### src/rtl/fifo_frame_reader_pkg.sv
// Shared types and helpers for the FIFO frame reader: FSM states, header
// field positions and a saturating increment for the status counters.
package fifo_frame_pkg;

  typedef enum logic [1:0] {
    IDLE    = 2'd0,
    PAYLOAD = 2'd1,
    DROP    = 2'd2
  } frame_state_e;

  localparam int HDR_LEN_LSB  = 0;
  localparam int HDR_LEN_MSB  = 15;
  localparam int HDR_DEST_LSB = 16;
  localparam int HDR_DEST_MSB = 23;

  // Counters up to 32 bits wide share this helper; callers cast to width.
  function automatic logic [31:0] sat_inc(input logic [31:0] val,
                                          input logic [31:0] max_val);
    return (val >= max_val) ? val : val + 32'd1;
  endfunction

endpackage

### src/rtl/fifo_frame_reader_frame_out_reg.sv
// Single-stage valid/ready output register carrying payload data and the
// sop/eop/err frame flags.
module frame_out_reg #(
  parameter int DATA_WIDTH = 32
) (
  input  logic                  clk,
  input  logic                  rst_n,
  input  logic                  load,
  input  logic [DATA_WIDTH-1:0] in_data,
  input  logic                  in_sop,
  input  logic                  in_eop,
  input  logic                  in_err,
  input  logic                  m_ready,
  output logic                  slot_free,
  output logic                  m_valid,
  output logic [DATA_WIDTH-1:0] m_data,
  output logic                  m_sop,
  output logic                  m_eop,
  output logic                  m_err
);

  logic                  valid_q, valid_d;
  logic [DATA_WIDTH-1:0] data_q, data_d;
  logic                  sop_q, sop_d;
  logic                  eop_q, eop_d;
  logic                  err_q, err_d;

  // Handshake: a word transfers on a rising edge where m_valid && m_ready;
  // once m_valid rises, data and flags hold until that transfer.
  assign slot_free = !valid_q || m_ready;

  always_comb begin
    valid_d = valid_q;
    data_d  = data_q;
    sop_d   = sop_q;
    eop_d   = eop_q;
    err_d   = err_q;
    if (load) begin
      valid_d = 1'b1;
      data_d  = in_data;
      sop_d   = in_sop;
      eop_d   = in_eop;
      err_d   = in_err;
    end else if (m_ready) begin
      valid_d = 1'b0;
    end
  end

  always_ff @(posedge clk or negedge rst_n) begin
    if (!rst_n) begin
      valid_q <= 1'b0;
      data_q  <= '0;
      sop_q   <= 1'b0;
      eop_q   <= 1'b0;
      err_q   <= 1'b0;
    end else begin
      valid_q <= valid_d;
      data_q  <= data_d;
      sop_q   <= sop_d;
      eop_q   <= eop_d;
      err_q   <= err_d;
    end
  end

  assign m_valid = valid_q;
  assign m_data  = data_q;
  assign m_sop   = sop_q;
  assign m_eop   = eop_q;
  assign m_err   = err_q;

endmodule

### src/rtl/fifo_frame_reader.sv
// Read-side frame parser for a FWFT FIFO: strips a one-word header, streams
// the payload with sop/eop/err/dest, drops malformed frames, counts frames.
module fifo_frame_reader
  import fifo_frame_pkg::*;
#(
  parameter int DATA_WIDTH = 32,
  parameter int MAX_LEN    = 1024,
  parameter int CNT_WIDTH  = 16
) (
  input  logic                  clk,
  input  logic                  rst_n,
  input  logic [DATA_WIDTH:0]   fifo_dout,
  input  logic                  fifo_empty,
  output logic                  fifo_rd_en,
  output logic [DATA_WIDTH-1:0] m_data,
  output logic                  m_valid,
  input  logic                  m_ready,
  output logic                  m_sop,
  output logic                  m_eop,
  output logic                  m_err,
  output logic [7:0]            m_dest,
  output logic [CNT_WIDTH-1:0]  frm_cnt,
  output logic [CNT_WIDTH-1:0]  err_cnt
);

  localparam int          REM_W   = $clog2(MAX_LEN + 1);
  localparam logic [31:0] CNT_MAX = 32'((64'd1 << CNT_WIDTH) - 64'd1);

  frame_state_e          state_q, state_d;
  logic [REM_W-1:0]      rem_q, rem_d;
  logic                  first_q, first_d;
  logic [7:0]            dest_q, dest_d;
  logic [CNT_WIDTH-1:0]  frm_cnt_q, frm_cnt_d;
  logic [CNT_WIDTH-1:0]  err_cnt_q, err_cnt_d;

  logic                  rd_en;
  logic                  slot_free;
  logic                  ld;
  logic                  ld_eop;
  logic                  ld_err;

  logic                  word_eop;
  logic [DATA_WIDTH-1:0] word_data;
  logic [15:0]           hdr_len;
  logic [7:0]            hdr_dest;
  logic                  hdr_len_bad;

  assign word_eop    = fifo_dout[DATA_WIDTH];
  assign word_data   = fifo_dout[DATA_WIDTH-1:0];
  assign hdr_len     = word_data[HDR_LEN_MSB:HDR_LEN_LSB];
  assign hdr_dest    = word_data[HDR_DEST_MSB:HDR_DEST_LSB];
  assign hdr_len_bad = (hdr_len == 16'd0) || ({16'd0, hdr_len} > 32'(MAX_LEN));

  always_comb begin
    state_d   = state_q;
    rem_d     = rem_q;
    first_d   = first_q;
    dest_d    = dest_q;
    frm_cnt_d = frm_cnt_q;
    err_cnt_d = err_cnt_q;
    rd_en     = 1'b0;
    ld        = 1'b0;
    ld_eop    = 1'b0;
    ld_err    = 1'b0;
    case (state_q)
      IDLE: begin
        rd_en = !fifo_empty;
        if (rd_en) begin
          // A header carrying eop is a complete (empty) frame, so no DROP.
          if (word_eop) begin
            err_cnt_d = CNT_WIDTH'(sat_inc(32'(err_cnt_q), CNT_MAX));
          end else if (hdr_len_bad) begin
            err_cnt_d = CNT_WIDTH'(sat_inc(32'(err_cnt_q), CNT_MAX));
            state_d   = DROP;
          end else begin
            rem_d   = hdr_len[REM_W-1:0];
            dest_d  = hdr_dest;
            first_d = 1'b1;
            state_d = PAYLOAD;
          end
        end
      end
      PAYLOAD: begin
        rd_en = !fifo_empty && slot_free;
        if (rd_en) begin
          ld      = 1'b1;
          first_d = 1'b0;
          rem_d   = rem_q - REM_W'(1);
          if (rem_q == REM_W'(1)) begin
            ld_eop = 1'b1;
            if (word_eop) begin
              frm_cnt_d = CNT_WIDTH'(sat_inc(32'(frm_cnt_q), CNT_MAX));
              state_d   = IDLE;
            end else begin
              ld_err    = 1'b1;
              err_cnt_d = CNT_WIDTH'(sat_inc(32'(err_cnt_q), CNT_MAX));
              state_d   = DROP;
            end
          end else if (word_eop) begin
            ld_eop    = 1'b1;
            ld_err    = 1'b1;
            err_cnt_d = CNT_WIDTH'(sat_inc(32'(err_cnt_q), CNT_MAX));
            state_d   = IDLE;
          end
        end
      end
      DROP: begin
        rd_en = !fifo_empty;
        if (rd_en && word_eop) begin
          state_d = IDLE;
        end
      end
      default: state_d = IDLE;
    endcase
  end

  always_ff @(posedge clk or negedge rst_n) begin
    if (!rst_n) begin
      state_q   <= IDLE;
      rem_q     <= '0;
      first_q   <= 1'b0;
      dest_q    <= '0;
      frm_cnt_q <= '0;
      err_cnt_q <= '0;
    end else begin
      state_q   <= state_d;
      rem_q     <= rem_d;
      first_q   <= first_d;
      dest_q    <= dest_d;
      frm_cnt_q <= frm_cnt_d;
      err_cnt_q <= err_cnt_d;
    end
  end

  frame_out_reg #(.DATA_WIDTH(DATA_WIDTH)) u_out (
    .clk      (clk),
    .rst_n    (rst_n),
    .load     (ld),
    .in_data  (word_data),
    .in_sop   (first_q),
    .in_eop   (ld_eop),
    .in_err   (ld_err),
    .m_ready  (m_ready),
    .slot_free(slot_free),
    .m_valid  (m_valid),
    .m_data   (m_data),
    .m_sop    (m_sop),
    .m_eop    (m_eop),
    .m_err    (m_err)
  );

  assign fifo_rd_en = rd_en;
  assign m_dest     = dest_q;
  assign frm_cnt    = frm_cnt_q;
  assign err_cnt    = err_cnt_q;

endmodule

### config.mk
export PLATFORM = sky130hd
export DESIGN_NAME = fifo_frame_reader
export DESIGN_NICKNAME = d
export VERILOG_FILES = /design/src/rtl/fifo_frame_reader_pkg.sv /design/src/rtl/fifo_frame_reader_frame_out_reg.sv /design/src/rtl/fifo_frame_reader.sv
export SDC_FILE = /design/constraint.sdc
export NUM_CORES = 1
export LEC_CHECK = 0
export CAP_MARGIN = 10
export CORE_MARGIN = 8
export CORE_UTILIZATION = 49
export DETAILED_ROUTE_END_ITERATION = 10
export PLACE_DENSITY = 0.86
export SKIP_LAST_GASP = 1
export SLEW_MARGIN = 20
export SYNTH_ARGS = -nofsm -noshare
export SYNTH_HDL_FRONTEND = slang
export SYNTH_SLANG_ARGS = --single-unit
### constraint.sdc
create_clock -name clk -period 2.7 [get_ports clk]
set_clock_uncertainty 0.2 [all_clocks]
set_input_delay 0.27 -clock clk [delete_from_list [all_inputs] [get_ports clk]]
set_output_delay 0.27 -clock clk [all_outputs]
set_load 0.01 [all_outputs]
* Word-level counts from Yosys, hierarchy flattened
Index checks and enable logic that the tools add are counted.
W data, S select, Z words.
** Storage, ports and cells
- Flip-flop bits (word level) :: 90
- Input bits :: 37
- Output and inout bits :: 77
- Word-level logic and storage cells :: 89
** Cells by class
- $add $sub $neg :: 3
- Magnitude comparators :: 3
- Equality and inequality tests :: 11
- Multiplexer cells :: 41
- Bitwise gates (word level) :: 4
- Reductions and logical operators :: 16
** Operators with widths (number)
- $mux W16 :: 8
- $mux W11 :: 4
- $add A16 B1 Y16 const B :: 2
- $ge A16 B16 Y1 const B :: 2
- $pmux W16 S2 :: 1
- $pmux W11 S2 :: 1
- $gt A16 B11 Y1 const B :: 1
- $logic_not A16 Y1 :: 1
- $mux W1 :: 16
- $mux W2 :: 8
- $reduce_and A5 Y1 :: 3
- $eq A11 B1 Y1 const B :: 1
- $sub A11 B1 Y11 const B :: 1
- $ne A2 B2 Y1 const B :: 5
- $ne A3 B3 Y1 const B :: 3
- $pmux W2 S3 :: 1
- $reduce_and A6 Y1 :: 1
- $not A1 Y1 :: 4
- $pmux W1 S2 :: 2
- $reduce_and A4 Y1 :: 1
- $reduce_bool A2 Y1 :: 2
- $eq A2 B1 Y1 const B :: 1
- $eq A2 B2 Y1 const B :: 1
- $logic_and A1 B1 Y1 :: 2
- other kinds (4) :: 6

* Longest topological paths before layout
- Depth after elaboration :: 6
- Depth in mapped cells :: 12

* Hierarchy
From an unflattened synthesis, not the netlist that was laid out.
** Unflattened totals
- Cells, all modules :: 368
- Area, all modules :: 4455.5 sq um
** Modules (own cells, without submodules)
- fifo_frame_reader :: instances 1, cells each 291, area each 2967.8 sq um, seq. area each 1351.3 sq um
- frame_out_reg :: instances 1, cells each 77, area each 1487.7 sq um, seq. area each 900.9 sq um

* Least setup slack after synthesis
No wires, ideal clock.
- Path kind :: flip-flop to flip-flop
- Start :: register rem_q[6]
- End :: register err_cnt_q[4] (netlist: err_cnt[4])
- Data arrival time :: 2.117 ns
- Path slack :: 0.257 ns
- Cell stages (with the launch flop) :: 11
- Path buffers :: 3
- Clock period less this slack :: 2.443 ns
- Path through :: dfrtp_1 > buf_2 > nor4_4 > nand4_2 > ha_1 > o31ai_1 > and3_1 > buf_2 > buf_2 > nand4_1 > xnor2_1
** On the way
- Cells in the longest elaborated chain, start to end :: 4
** RTL lines
- from (decl) :: line fifo_frame_reader.sv:30 : logic [REM_W-1:0] rem_q, rem_d;
- from (signal assigned) :: line fifo_frame_reader.sv:127 : rem_q <= rem_d;
- $eq A11 B1 Y1 (*) :: line fifo_frame_reader.sv:89 : if (rem_q == REM_W'(1)) begin
- $mux W16 :: line fifo_frame_reader.sv:89
- $mux W16 :: line fifo_frame_reader.sv:85 : if (rd_en) begin
- $pmux W16 S2 :: line fifo_frame_reader.sv:65 : case (state_q)
- to (signal assigned) :: line fifo_frame_reader.sv:131 : err_cnt_q <= err_cnt_d;
- to (decl) :: line fifo_frame_reader.sv:34 : logic [CNT_WIDTH-1:0] err_cnt_q, err_cnt_d;
Mark *: on every way between the ends. The rest lies on a longest branch, timed or not. The select of a mux whose other input is x is not followed.
A chain may end at the register's enable or synchronous reset.

* Final worst setup path
- Start :: register rem_q[1]
- End :: register err_cnt_q[13] (netlist: err_cnt[13])
The elaborated chain is that of the path after synthesis.

==> flow_metrics.py <==
metrics = {
    "clock_network": {
        "cts_htree_levels": 3,
        "clkSlewWorstSetupHoldPaths_ns": 0.10,
        "cts_made_buffers": 9,
        "cts_buffer_depth": 2,
        "cts.sinks": 90,
        "ctsRootBufferMaster": "clkbuf_8",
        "clkLatencyLatePin_ns": 0.35,
        "cts_tree": "yes",
    },
    "finish": {
        "nets": 540,
        "final.fill_count": 674,
        "syn2layout_area_growth_pct": 34.4,
        "diodes": 0,
        "drive_above_1_share": 0.168,
        "fin_util": 0.675,
    },
    "logic_synthesis": {
        "synthTopCellsByCount": "90 x dfrtp_1, 35 x mux2_2, 27 x nand3_1, 27 x xnor2_1, 25 x nand2_1",
        "async_reset_ff_frac": 1.00,
        "syn-instance-count": 374,
        "post-synth-top-area-cell": "dfrtp_1",
        "post-synth-top-count-cell": "dfrtp_1",
        "syn_area_um2": 4340,
        "synth_edf_count": 0,
        "ys_seq_area_frac": 0.519,
        "synth.distinct_cells": 57,
        "ys_ff_latch": 90,
        "syn-num-nets": 418,
        "synth_ff_type": "dfrtp_1",
        "synth_top_area_share": 0.519,
        "ys_top_cells_by_area": "dfrtp_1 52%, mux2_2 9.1%, xnor2_1 5.5%",
        "syn_avg_cell_area_um2": 11.6,
        "synth_warnings": 0,
    },
    "timing": {
        "final.period_utilization": 0.905,
        "finalMaxSlewViolations": 0,
        "hold_viol": 0,
        "setup_violations": 0,
        "fin_tns_setup_ns": 0,
        "period_minus_slack_ns": 2.44,
        "worst_slew_pin_slew_ns": 0.638,
        "setup_slack_ns": 0.256,
        "rsz0062_at_grt": "false",
        "clock.fmax_ghz": 0.409,
        "maxSlewHeadroom": 0.575,
    },
    "global_route": {
        "antenna_found_initial": 0,
        "first_global_vias": 3356,
        "grt_max_degree": 49,
        "grt_pass1_wl_mm": 16.9,
        "grt_use_total": 0.176,
        "grt.overflow.total": 0,
    },
    "power_and_ir_drop": {
        "p_sw_uw": 898,
        "internal-power_uw": 2230,
        "sw_frac_of_total": 0.287,
        "fin_total_pwr_uw": 3130,
        "p_comb_frac": 0.205,
        "ir_worst_vdd_mv": 0.312,
        "power.density_nw_per_um2": 537,
        "p_seq_frac": 0.526,
        "p_leak_uw": 0.00247,
        "clkPwrFrac": 0.269,
    },
    "floorplanning": {
        "core_area_um2": 8640,
        "rows": 34,
        "initial_utilization": 0.502,
        "ios": 114,
        "dieArea_um2": 12100,
        "dieHeight_um": 110,
        "die_w_um": 110,
    },
    "job": {
        "maxCapViolCount": 0,
    },
    "setup_path": {
        "cp_data_required_time_ns": 2.72,
        "end_kind": "register",
        "worstSetupPathType": "register to register",
        "crit_path_start_kind": "register",
        "worstPathArrival_ns": 2.47,
        "worstPathMaxFanout": 14,
    },
    "routing": {
        "vias_per_cell": 5.55,
        "drt_iter0_drc": 140,
        "drc_errors": 0,
        "drtPass1Iterations": 4,
        "drt-wirelength-per-cell_um": 17.0,
        "dr_total_vias": 3376,
        "wl_mm": 10.3,
        "ant_nets": 0,
    },
    "placed_design": {
        "io_buffers": 113,
        "hpwl_mm": 7.84,
        "gp_congestion": 0.884,
        "dp_slack_ns": 0.0266,
    },
    "run_status": {
        "outcome": "finished, final reports clean",
    },
    "hold_path": {
        "hold_path_class": "input pin to async pin",
    },
}
final timing paths:
path,from,slack [ns],cells after the start,endpoint
worst max-delay path,rem_q[1]$_DFFE_PN0P_,0.26,10,err_cnt[13]$_DFFE_PN0P_
worst min-delay path,rst_n,0.27,2,err_cnt[5]$_DFFE_PN0P_
worst max register to register,rem_q[1]$_DFFE_PN0P_,0.26,10,err_cnt[13]$_DFFE_PN0P_
worst min register to register,u_out.m_data[10]$_DFFE_PN0P_,0.29,2,u_out.m_data[10]$_DFFE_PN0P_
max in group asynchronous,rst_n,1.36,3,u_out.m_data[31]$_DFFE_PN0P_
min in group clk,u_out.m_data[10]$_DFFE_PN0P_,0.29,2,u_out.m_data[10]$_DFFE_PN0P_
kinds of logic (layout without fill, tap and decap cells):
group                      after synthesis  in the layout  synth area share
AOI/OAI and AO/OA                       44             44            0.0742
muxes                                   46             46             0.122
DFF                                     90             90             0.519
and+or+nand+nor                        134            134             0.181
buffers and inverters                   24            150            0.0254
adders and majority gates                7              7            0.0202
xor gates and xnor gates                29             29            0.0586
cell usage in the layout, fill, tap and decap left out, types with 2 or more instances in the layout:
master,count
nor2b_1,4
nor2_1,17
nor3b_1,2
nand3_1,27
and4_1,5
nor4_2,5
nand4_1,15
xor2_1,2
and2_1,2
ha_1,6
and3_1,5
inv_1,6
a21oi_1,8
nand2b_1,5
nand2_1,25
nor3_1,9
o31ai_1,2
xnor2_1,27
dfrtp_1,90
clkinvlp_4,3
o2bb2ai_1,3
a31oi_1,6
clkbuf_8,11
o22ai_1,4
mux2_2,35
mux2_1,9
nor4_1,3
o21ai_0,6
clkdlybuf4s50_1,112
o21a_1,2
buf_4,15
worst max-delay path, cell delays in order, from the launching register on:
cell     delay (ns)
dfrtp_1        0.40
inv_1          0.11
ha_1           0.16
nor2b_1        0.15
nand4_2        0.16
ha_2           0.23
o31ai_1        0.22
and3_1         0.21
buf_4          0.20
nand4_1        0.13
xnor2_1        0.15
through the flow:
| step | area, um2 | hold slack (ns) | cells |
|---|---|---|---|
| after floorplan | 4340 | -0.226 | 374 |
| after global placement | 5630 | 0.127 | 591 |
| after detailed placement | 5630 | 0.132 | 591 |
| after CTS | 5820 | 0.292 | 607 |
| after global routing | 5830 | 0.314 | 608 |
| final | 5830 | 0.272 | 608 |
sequential cells by signal, summed over array words and instances, names as in the netlist, 2 cells and up:
signal and cells:
u_out.m_data 32, err_cnt 16, frm_cnt 16, rem_q 11, m_dest 8, state_q 2
power by group through the flow:
stage / clock (uW) / combinational (uW) / sequential [uW]
detailed placement: 0 / 646 / 1670
global placement: 0 / 632 / 1660
floorplan: 0 / 277 / 1670
global route: 917 / 703 / 1670
CTS: 865 / 651 / 1650
finish: 840 / 641 / 1650
timing repair:
| item | CTS | global route |
|---|---|---|
| hold buffers | 1 | 0 |
| endpoints found under the hold margin | 47 | 0 |
| resized for setup | 0 | 1 |
| setup endpoints to repair | 0 | 15 |
| buffers inserted | 0 | 1 |
routing by layer:
| metal | routed length, um | part of all wire | GRT usage | vias up |
|---|---|---|---|---|
| met1 | 4290 | 0.41 | 0.218 | 1654 |
| met3 | 858 | 0.083 | 0.0564 | 17 |
| met2 | 5000 | 0.48 | 0.281 | 107 |
| li1 | - | - | - | 1598 |
| met4 | 189 | 0.018 | 0.0636 | 0 |
| met5 | 0 | 0 | 0 | - |
layout make-up:
type                            count  area, um2  share of cell area
Timing Repair Buffer              129       1260               0.217
Clock buffer                       11        151              0.0260
Sequential cell                    90       2250               0.386
Tap cell                          108        135              0.0232
Multi-Input combinational cell    260       1980               0.339
Inverter                            6       22.5             0.00386
Clock inverter                      4       27.5             0.00472
No activity file was read; power rests on OpenSTA's default activity.
==> edit, RTL diff (same flow settings) <==
The parameter `CNT_WIDTH` goes from 16 to 15.
--- a/src/rtl/fifo_frame_reader.sv
+++ b/src/rtl/fifo_frame_reader.sv
@@ -5,7 +5,7 @@
 #(
   parameter int DATA_WIDTH = 32,
   parameter int MAX_LEN    = 1024,
-  parameter int CNT_WIDTH  = 16
+  parameter int CNT_WIDTH  = 15
 ) (
   input  logic                  clk,
   input  logic                  rst_n,
Ports: changed (resized err_cnt and frm_cnt); port bits go from 114 to 112. The function was not compared with the original's and may differ.
==> edit against the unedited design <==
Final area up 2.3%; routed wire length up 11%; worst setup slack got worse by 0.12 ns; sequential cell count shrank 2; area after synthesis down 2.4%; power is 8.5% higher; via count increased by 12%.
==> edit: results (changes against the unedited design) <==
Max VDD drop=619 uV (+98%); R2R cell count=10 (unchanged); Net Switching=0.000934 W (+4.0%); NumNets Final=618 (+14%); number of global-route vias before repair=3897 (+16%); XOR/XNOR Fraction of Synth Area=5.17% (-0.68 points); Seq/Total Area, Yosys=52.0% (+0.11 points); pin count of the biggest net entering global routing=54 (+10%); top post-synthesis cells by count=nand2_1, dfrtp_1, xnor2_1; Crit path largest cell delay=0.44 ns (+0.04 ns); Final TNS setup=0 ns (unchanged); syn_nets=485 (+16%); layout cells sized above 1=10.7% (-6.1 points); first-pass GRT wire length=18800 um (+11%); CP max FO=6 (-8); gr usage total=19.8% (+2.2 points); Ys Warns=0 (unchanged); Most used DFF post-synth=dfrtp_1; r2r setup slk=0.13 ns (-0.12 ns); outcome=completed; asr flop ratio synth=100% (unchanged); Critical R2R Capture=err_cnt[1]; RR Startpoint=rem_q[6]; Worst Path Arrival=2.61 ns (+0.14 ns); CTS HTree Levels=3 (unchanged); Pleak=2.66 nW (+7.7%); drt pass-1 iters=4 (unchanged); n_diodes=0 (unchanged); CTS Buf Count=9 (unchanged); drt total wl=11500 um (+11%); number of port buffers=111 (-1.8%); Synth Area in Compound Gates=9.05% (+1.6 points); gpl congestion=0.849 (-3.9%); mux share of post-synthesis cell area=3.16% (-9.0 points); Max-slew headroom=61.6% (+4.1 points); Vias/cell=5.52 (-0.54%); Synth cell types=53 (-7.0%); dpl hpwl=8380 um (+6.9%); main area contributors after synthesis=dfrtp_1, nand2_1, xnor2_1, mux2_1, nand4_1; adder-cell share of the synthesized area=2.07% (+0.050 points); dpl ws=-0.0568 ns (-0.0834 ns); DRT iter0 DRCs=175 (+25%)
edit: cell count changes after synthesis, sizes merged, moves of 6 or more:
| cell | unedited run | this run |
|---|---|---|
| nand2 | 26 | 125 |
| clkbuf | 4 | 13 |
| xnor2 | 27 | 21 |
| nand3 | 27 | 15 |
| a21oi | 8 | 14 |
| mux2 | 44 | 11 |
| buf | 14 | 6 |
edit: power by group through the flow:
| stage | logic, W | registers, W | clock network, W |
|---|---|---|---|
| after floorplan | 0.000253 | 0.00161 | 0 |
| after global placement | 0.000626 | 0.00159 | 0 |
| after detailed placement | 0.000646 | 0.00160 | 0 |
| after CTS | 0.000652 | 0.00158 | 0.00114 |
| after global routing | 0.000735 | 0.00161 | 0.00118 |
| final | 0.000672 | 0.00160 | 0.00113 |
edit: routing by layer:
layer	vias up	track usage [%]	share of wire, %
met5	-	0	0
met4	0	7.04	1.5
li1	1800	-	-
met3	16	5.67	7.4
met2	114	33.4	51
met1	1864	23.6	40
edit: area by class of cell:
class | count | area, um2
inverter | 9 | 36.3
tap | 108 | 135
clock inverter | 6 | 114
timing repair buffer | 141 | 1350
clock buffer | 10 | 138
fill | 659 | 2590
sequential | 88 | 2200
multi-input combinational | 325 | 1990
edit: metrics by stage:
stage / utilization (%) / hold slack [ns] / cell area (um2) / std cells
final: 69.7 / 0.208 / 5960 / 687
after global routing: 69.7 / 0.238 / 5960 / 687
after CTS: 68.7 / 0.212 / 5880 / 684
after detailed placement: 65.6 / 0.0605 / 5610 / 667
after global placement: 65.6 / 0.0579 / 5610 / 667
after floorplan: - / -0.226 / 4230 / 441
edit: how the worst max path moves through the flow:
| stage | start | end | slack (ns) | cells after the start |
|---|---|---|---|---|
| 6_report | rem_q[6] | err_cnt[1] | 0.13 | 10 |
| 3_5_place_dp | rem_q[1] | err_cnt[3] | -0.06 | 13 |
| 3_3_place_gp | fifo_dout[0] | err_cnt[8] | 0.03 | 9 |
| 5_1_grt | rem_q[6] | err_cnt[3] | -0.01 | 11 |
| 4_1_cts | rem_q[1] | err_cnt[3] | 0.006 | 13 |
| 2_1_floorplan | rem_q[1] | err_cnt[1] | 0.05 | 11 |
edit: logic make-up (layout without fill, tap and decap cells):
group	after synthesis	in the layout
muxes	12	12
adders and majority gates	7	7
DFF	88	88
buffers and inverters	28	166
AOI/OAI and AO/OA	54	54
and+or+nand+nor	227	227
xor gates and xnor gates	25	25
edit: repair_timing:
action | 4_1_cts | 5_1_grt
hold endpoints to repair | 35 | 0
hold buffers | 1 | 0
setup buffers | 0 | 3
resized for setup | 1 | 13
endpoints found under the setup margin | 5 | 15
pin swaps | 0 | 7
